`src/rtl/branch_predictor.sv`:
```
// Bimodal branch direction predictor: a table of 2-bit saturating counters
// indexed by PC[IdxBits+1:2]. Fetch gets a registered taken/not-taken guess
// one cycle after asking; execute trains the table with resolved outcomes
// and the block counts mispredictions.
//
// state | meaning
// INIT  | sweeping the table to weakly not-taken, requests ignored
// RUN   | predicting and training, left only by reset
module branch_predictor #(
    parameter int Entries  = 64,
    parameter int IdxBits  = $clog2(Entries),
    parameter int RegWidth = 32
) (
    input  logic                iClk,
    input  logic                nRst,
    input  logic                iPredValid,
    input  logic [RegWidth-1:0] iPredPC,
    output logic                oPredValid,
    output logic                oPredTaken,
    input  logic                iUpdValid,
    input  logic [RegWidth-1:0] iUpdPC,
    input  logic                iUpdTaken,
    input  logic                iUpdPredTaken,
    output logic                oMispredict,
    output logic [15:0]         oMissCount,
    output logic                oReady
);

    typedef enum logic {
        INIT = 1'b0,
        RUN  = 1'b1
    } state_t;

    state_t             state;
    state_t             state_next;
    logic               run_en;
    logic               sweep_done;
    logic [IdxBits-1:0] sweep_ptr;
    logic [IdxBits-1:0] pred_idx;
    logic [IdxBits-1:0] upd_idx;
    logic [1:0]         upd_cnt;
    logic [1:0]         upd_cnt_next;
    logic [1:0]         cnt_table [Entries];
    logic               unused_pc_bits;

    assign pred_idx   = iPredPC[IdxBits+1:2];
    assign upd_idx    = iUpdPC[IdxBits+1:2];
    assign sweep_done = (sweep_ptr == IdxBits'(Entries - 1));
    assign upd_cnt    = cnt_table[upd_idx];

    // Byte offset and high PC bits do not take part in indexing.
    assign unused_pc_bits = ^{iPredPC[RegWidth-1:IdxBits+2], iPredPC[1:0],
                              iUpdPC[RegWidth-1:IdxBits+2], iUpdPC[1:0]};

    // State register
    always_ff @(posedge iClk or negedge nRst) begin
        if (!nRst) state <= INIT;
        else       state <= state_next;
    end

    // Next-state logic: leave INIT after the last entry is written
    always_comb begin
        state_next = state;
        if (state == INIT && sweep_done) state_next = RUN;
    end

    // Output decode of the FSM
    always_comb begin
        run_en = (state == RUN);
        oReady = (state == RUN);
    end

    // Sweep pointer walks the table once per INIT pass
    always_ff @(posedge iClk or negedge nRst) begin
        if (!nRst)              sweep_ptr <= '0;
        else if (state == INIT) sweep_ptr <= sweep_ptr + IdxBits'(1);
    end

    // Saturating step of the counter being trained
    always_comb begin
        upd_cnt_next = upd_cnt;
        if (iUpdTaken) begin
            if (upd_cnt != 2'b11) upd_cnt_next = upd_cnt + 2'd1;
        end else begin
            if (upd_cnt != 2'b00) upd_cnt_next = upd_cnt - 2'd1;
        end
    end

    // Counter table: no reset, the INIT sweep gives it a defined value
    always_ff @(posedge iClk) begin
        if (!run_en)        cnt_table[sweep_ptr] <= 2'b01;
        else if (iUpdValid) cnt_table[upd_idx]   <= upd_cnt_next;
    end

    // Registered prediction; the read sees the table before this edge's update
    always_ff @(posedge iClk or negedge nRst) begin
        if (!nRst) begin
            oPredValid <= 1'b0;
            oPredTaken <= 1'b0;
        end else if (run_en && iPredValid) begin
            oPredValid <= 1'b1;
            oPredTaken <= cnt_table[pred_idx][1];
        end else begin
            oPredValid <= 1'b0;
        end
    end

    // Misprediction pulse and saturating miss counter
    always_ff @(posedge iClk or negedge nRst) begin
        if (!nRst) begin
            oMispredict <= 1'b0;
            oMissCount  <= 16'h0000;
        end else if (run_en && iUpdValid && (iUpdTaken != iUpdPredTaken)) begin
            oMispredict <= 1'b1;
            if (oMissCount != 16'hFFFF) oMissCount <= oMissCount + 16'd1;
        end else begin
            oMispredict <= 1'b0;
        end
    end

endmodule

```
`config.mk`:
```
export PLATFORM = sky130hd
export DESIGN_NAME = branch_predictor
export DESIGN_NICKNAME = d
export VERILOG_FILES = /design/src/rtl/branch_predictor.sv
export SDC_FILE = /design/constraint.sdc
export NUM_CORES = 1
export LEC_CHECK = 0
export BUFFER_PORTS_ARGS = -buffer_cell sky130_fd_sc_hd__buf_2
export CAP_MARGIN = 20
export CELL_PAD_IN_SITES_DETAIL_PLACEMENT = 0
export CELL_PAD_IN_SITES_GLOBAL_PLACEMENT = 1
export CORE_AREA = 2 2 137 139
export CTS_BUF_LIST = sky130_fd_sc_hd__clkbuf_8
export CTS_CLUSTER_SIZE = 30
export DETAILED_ROUTE_END_ITERATION = 12
export DIE_AREA = 0 0 139 141
export PLACE_DENSITY_LB_ADDON = 0.1
export REMOVE_ABC_BUFFERS = 1
export SYNTH_ARGS = -nofsm -noshare
export SYNTH_HDL_FRONTEND = slang
export SYNTH_SLANG_ARGS = --single-unit
```
`constraint.sdc`:
```
create_clock -name iClk -period 8.3 [get_ports iClk]
set_input_delay 2.075 -clock iClk [delete_from_list [all_inputs] [get_ports iClk]]
set_output_delay 2.075 -clock iClk [all_outputs]
set_load 0.005 [all_outputs]
```
==> Word-level counts from Yosys, hierarchy flattened <==
Memory sizes are Yosys's and may differ from the RTL's. A register that Yosys moved wholly into a read port is not among the register bits.
Cells that the tools add are included.
{ "classes": {"n_addsub": 4, "mux": 12, "bitwise": 1, "n_eq_ne": 4, "n_reduce_logical": 8} }
{ "ops": {"columns": ["cell", "count"], "rows": [
  ["16-bit by 1-bit adder with 16-bit output (second input constant)", 1],
  ["16-bit inequality test (second input constant)", 1],
  ["2-bit two-way mux", 4],
  ["1-bit two-way mux", 7],
  ["6-bit by 1-bit adder with 6-bit output (second input constant)", 1],
  ["6-bit == test (second input constant)", 1],
  ["6-bit two-way mux", 1],
  ["1-bit logical AND", 4],
  ["2-bit by 1-bit adder with 2-bit output (second input constant)", 1],
  ["2-bit inequality test (second input constant)", 1],
  ["2-bit AND reduction", 1],
  ["2-bit nonzero test", 1],
  ["2-bit OR reduction", 1],
  ["2-bit by 1-bit subtractor with 2-bit output (second input constant)", 1],
  ["1-bit logical NOT", 1],
  ["1-bit inequality test", 1],
  ["1-bit NOT", 1]
]} }
{ "word_totals": {"memories": 1, "regBits": 25, "ram_bits": 128} }
{ "memory_table": {"columns": ["memory", "depth", "width", "rd", "rd_ports_with_merged_regs", "wr", "line_no", "source"], "rows": [
  ["cnt_table", 64, 2, 2, 1, 1, "43", "logic [1:0] cnt_table [Entries];"]
]} }

==> Logic depth before layout (Yosys ltp) <==
{ "logic_depth": {"word_depth": 5, "ltp_mapped": 9, "mapped_depth_nobuf": 6} }

==> Worst setup path before layout <==
No wires, ideal clock.
{ "synth_timing": {"path_kind": "input to register", "start": "input port iUpdPC[2]", "end": "memory cnt_table[0][0], data pin", "setup_ns": 0.565, "arrival_time_ns": 5.293, "slack_ns": 2.442, "cell_stages": 8, "cell_sequence": "buf_6 -> buf_12 -> mux4_2 -> a22oi_2 -> a21oi_1 -> nor4_1 -> o21ai_0 -> a22oi_1"} }
{ "synth_via": {"elab_chain_len": 5} }
{ "synth_rtl": {"columns": ["element", "line_no", "source"], "rows": [
  ["start: declaration", "21", "input logic [RegWidth-1:0] iUpdPC,"],
  ["memory 64 x 2 bit (*)", null, null],
  ["2-bit by 1-bit subtractor with 2-bit output, or another cell as far along", "85", "if (upd_cnt != 2'b00) upd_cnt_next = upd_cnt - 2'd1;"],
  ["2-bit two-way mux, on equally long branches", "85, 83", null],
  ["2-bit two-way mux (*)", "82", "if (iUpdTaken) begin"],
  ["2-bit two-way mux (no line) (*)", null, null],
  ["end: declaration", "43", null]
]} }
Mark *: on every way between the ends. The rest lies on a longest branch, timed or not.

==> Worst setup path in the final report <==
{ "layout_timing": {"start": "input port iUpdPC[2]", "end": "memory cnt_table[60][0], data pin"} }
The elaborated chain is that of the path after synthesis.

==> impl_metrics.csv <==
group,metric,value,unit
outcome,outcome,"completed",
clock_tree,clkTransAtPathRegs,80,ps
synthesis,synth_area,0.007167,sq mm
cells_and_area,nFillCells,1666,
global_routing,grt_overflow,0,
cells_and_area,syn_to_final_growth,11.49,%
setup_path,cp_top_family,"compound AO/OA/AOI/OAI gates",
clock_tree,ctsHtreeMaxLevel,4,
routing,first_pass_iters,5,
clock_tree,cts.sinks,154,
setup_path,startpoint_type,"primary input",
clock_tree,worstSkewPairLatency,460,ps
floorplanning,rows,50,
timing,max_slew_margin,26.34,%
synthesis,async_flop_share,16.88,%
floorplanning,core-area,0.01827,sq mm
placement,hpwl,11.74,mm
floorplanning,die_w,139,microns
routing,drc,0,
global_routing,grtUsageTotal,18.61,%
job,drv_cap,0,
synthesis,ys.flop_type,"edfxtp_1",
cells_and_area,fin_util,43.74,%
timing,slew_viol_final,0,
placement,io_buffer_count,37,
synthesis,yosysWarnings,0,
setup_path,cp_max_fo,40,
synthesis,synth_edf_count,128,
routing,finalWirelength,17.49,mm
global_routing,antenna_found_initial,0,
placement,routabilityCongestion,0.7742,
setup_path,crit_path_max_incr_delay,910,ps
power_and_ir_drop,power_density,185.3,mW/mm^2
global_routing,grt_pass1_wl,26.49,mm
setup_path,crit_required,8590,ps
clock_tree,cts_tree,"yes",
clock_tree,cts_root_buf,"clkbuf_8",
power_and_ir_drop,vdd_drop_max,93.96,uV
setup_path,critical_path.cell_chain,"buf_2, buf_4, mux4_1, a22oi_2, a21oi_1, nor4_1, nor3_1, a22oi_2, buf_12",
synthesis,yosys_register_bits,154,
routing,post_drt_wl_per_cell,23.20,microns
worst_hold_path,hold_class,"register to register",
synthesis,synth.avg_cell_area,15.25,sq um
timing,fmax,0.1836,GHz
timing,rsz0062_at_grt,"false",
clock_tree,post_cts_buffers,0,
clock_tree,numCtsBuffers,17,
synthesis,yosysUniqueCellTypes,48,
floorplanning,start_util,39.23,%
routing,via_count,4266,
timing,clock_skew,10.96,ps
clock_tree,hold_buffers,0,
synthesis,ys_seq_area_share,62.71,%
routing,drtIter0Drc,316,
setup_path,timing_worst_setup_path_type,"primary input to register",
timing,finalHoldViolations,0,
synthesis,netlist_instances,470,
global_routing,first_global_vias,4342,
timing,setup_violations,0,
setup_path,crit_top_cell,"a22oi_2",
cells_and_area,nNetsFinal,580,
timing,tns,0,ps
timing,period_minus_slack,5447,ps
timing,worst_pin_slew,1105,ps
floorplanning,io_pins,90,
floorplanning,dieArea,0.01960,sq mm
setup_path,cp_num_buf_inv,3,
power_and_ir_drop,leakagePower,2.407,nW
setup_path,cp_data_arrival_time,5730,ps
floorplanning,die_y,141,microns
clock_tree,clk_path_buf_depth,2,
global_routing,grt_max_degree,43,
timing,period_share,65.62,%
setup_path,endpoint_kind,"register",
cells_and_area,num_antenna_cells,0,
routing,vias_per_cell,5.658,
clock_tree,cts_resized,0,
cells_and_area,drive_gt1_share,22.31,%
setup_path,cp_slowest_cell,"a22oi_2",
routing,postRouteAntennaNets,0,
synth_stat cells, drive strengths merged (2+ instances only):
cell	number	area [sq um]
o31a	2	17.52
nor3	4	25.02
and4	3	26.28
a21oi	3	15.01
nand4	3	18.77
a31oi	3	18.77
nand2	34	127.6
xnor2	16	140.1
nand2b	6	37.54
nor2	76	285.3
mux2i	13	130.1
clkbuf	11	41.29
a22oi	10	85.08
nand3	14	70.07
and3	4	25.02
a211oi	2	15.01
dfrtp	26	650.6
mux4	49	1137
o22ai	3	18.77
inv	4	15.01
o21ai	10	50.05
or3	3	18.77
o21a	3	22.52
edfxtp	128	3844
ha	2	25.02
mux2	3	33.78
o31ai	2	15.01
xor2	5	43.79
and2	2	12.51
buf	11	87.58
nor2b	6	37.54
final timing paths:
path                                  startpoint               end  slack (ps)  cells past startpoint
worst min register to register        oPredTaken        oPredTaken         490                      2
max in group asynchronous                   nRst        oPredValid        6300                      1
worst max-delay path                   iUpdPC[2]  cnt_table[60][0]        2850                      9
worst max register to register  cnt_table[49][0]  cnt_table[60][0]        5070                      7
worst min-delay path                  oPredTaken        oPredTaken         490                      2
min in group asynchronous                   nRst    oMissCount[11]        1610                      1
cells by family (layout without fill, tap and decap cells):
family                   count (synthesis)  count (layout)  synth area share (%)
multiplexers                            65              65                 18.16
flip-flops                             154             154                 62.71
AND/OR/NAND/NOR                        159             159                 10.04
XOR/XNOR                                21              21                 2.566
buffers and inverters                   26              76                 2.008
AO/OA/AOI/OAI                           43              43                 4.173
adder cells (fa/ha/maj)                  2               2                0.3491
power breakdown:
part / leakage (nW) / switching, mW / internal, mW
Sequential: 1.25 / 0 / 0.825
Clock: 0.206 / 0.278 / 0.322
Combinational: 0.953 / 0.0341 / 0.0208
final cells by class:
cell class,count,area [sq um],share of cell area [%]
multi-input combinational,290,2547,31.88
inverter,4,15.01,0.1879
sequential,154,4494,56.25
timing repair buffer,41,227.7,2.850
clock buffer,17,234.0,2.928
clock inverter,14,178.9,2.239
tap,234,292.8,3.664
sequential cells by signal (all words and copies together) (netlist names):
| register | cells |
|---|---|
| oPredTaken | 1 |
| sweep_ptr | 6 |
| cnt_table | 128 |
| oMispredict | 1 |
| oMissCount | 16 |
| oPredValid | 1 |
| oReady | 1 |
per-stage QoR:
stage | instances | instance area (sq um) | setup slack (ps) | hold WS (ps) | power, mW
finish | 754 | 7990 | 2853 | 487.1 | 1.481
global route | 754 | 7990 | 2432 | 509.7 | 1.527
CTS | 754 | 7990 | 2697 | 495.6 | 1.493
detailed placement | 723 | 7577 | 2243 | 479.5 | 0.8986
global placement | 723 | 7577 | 2350 | 466.0 | 0.8983
floorplan | 448 | 7038 | 2608 | 477.6 | 0.8659
placed cells by master, fill, tap and decap left out, types with 7 or more instances in the layout:
master and n:
a22oi_1 7, buf_2 37, clkbuf_8 17, dfrtp_1 26
edfxtp_1 128, mux2i_1 13, mux4_1 9, mux4_2 40
nand2_1 34, nand3_1 14, nor2_1 76, o21ai_0 8
xnor2_1 16
worst min-delay path: stages (launching register included):
cell and delay (ps):
dfrtp_1 340, nand2_1 50, o21ai_1 60
layer usage:
| metal | GRT usage (%) | vias to the layer above | part of all wire [%] |
|---|---|---|---|
| met5 | 0 | - | 0 |
| met2 | 29.17 | 140 | 48 |
| li1 | - | 1909 | - |
| met4 | 6.273 | 0 | 2.2 |
| met1 | 25.26 | 2190 | 44 |
| met3 | 5.231 | 27 | 6.1 |
Note: power is estimated with default switching activity, not from simulation.
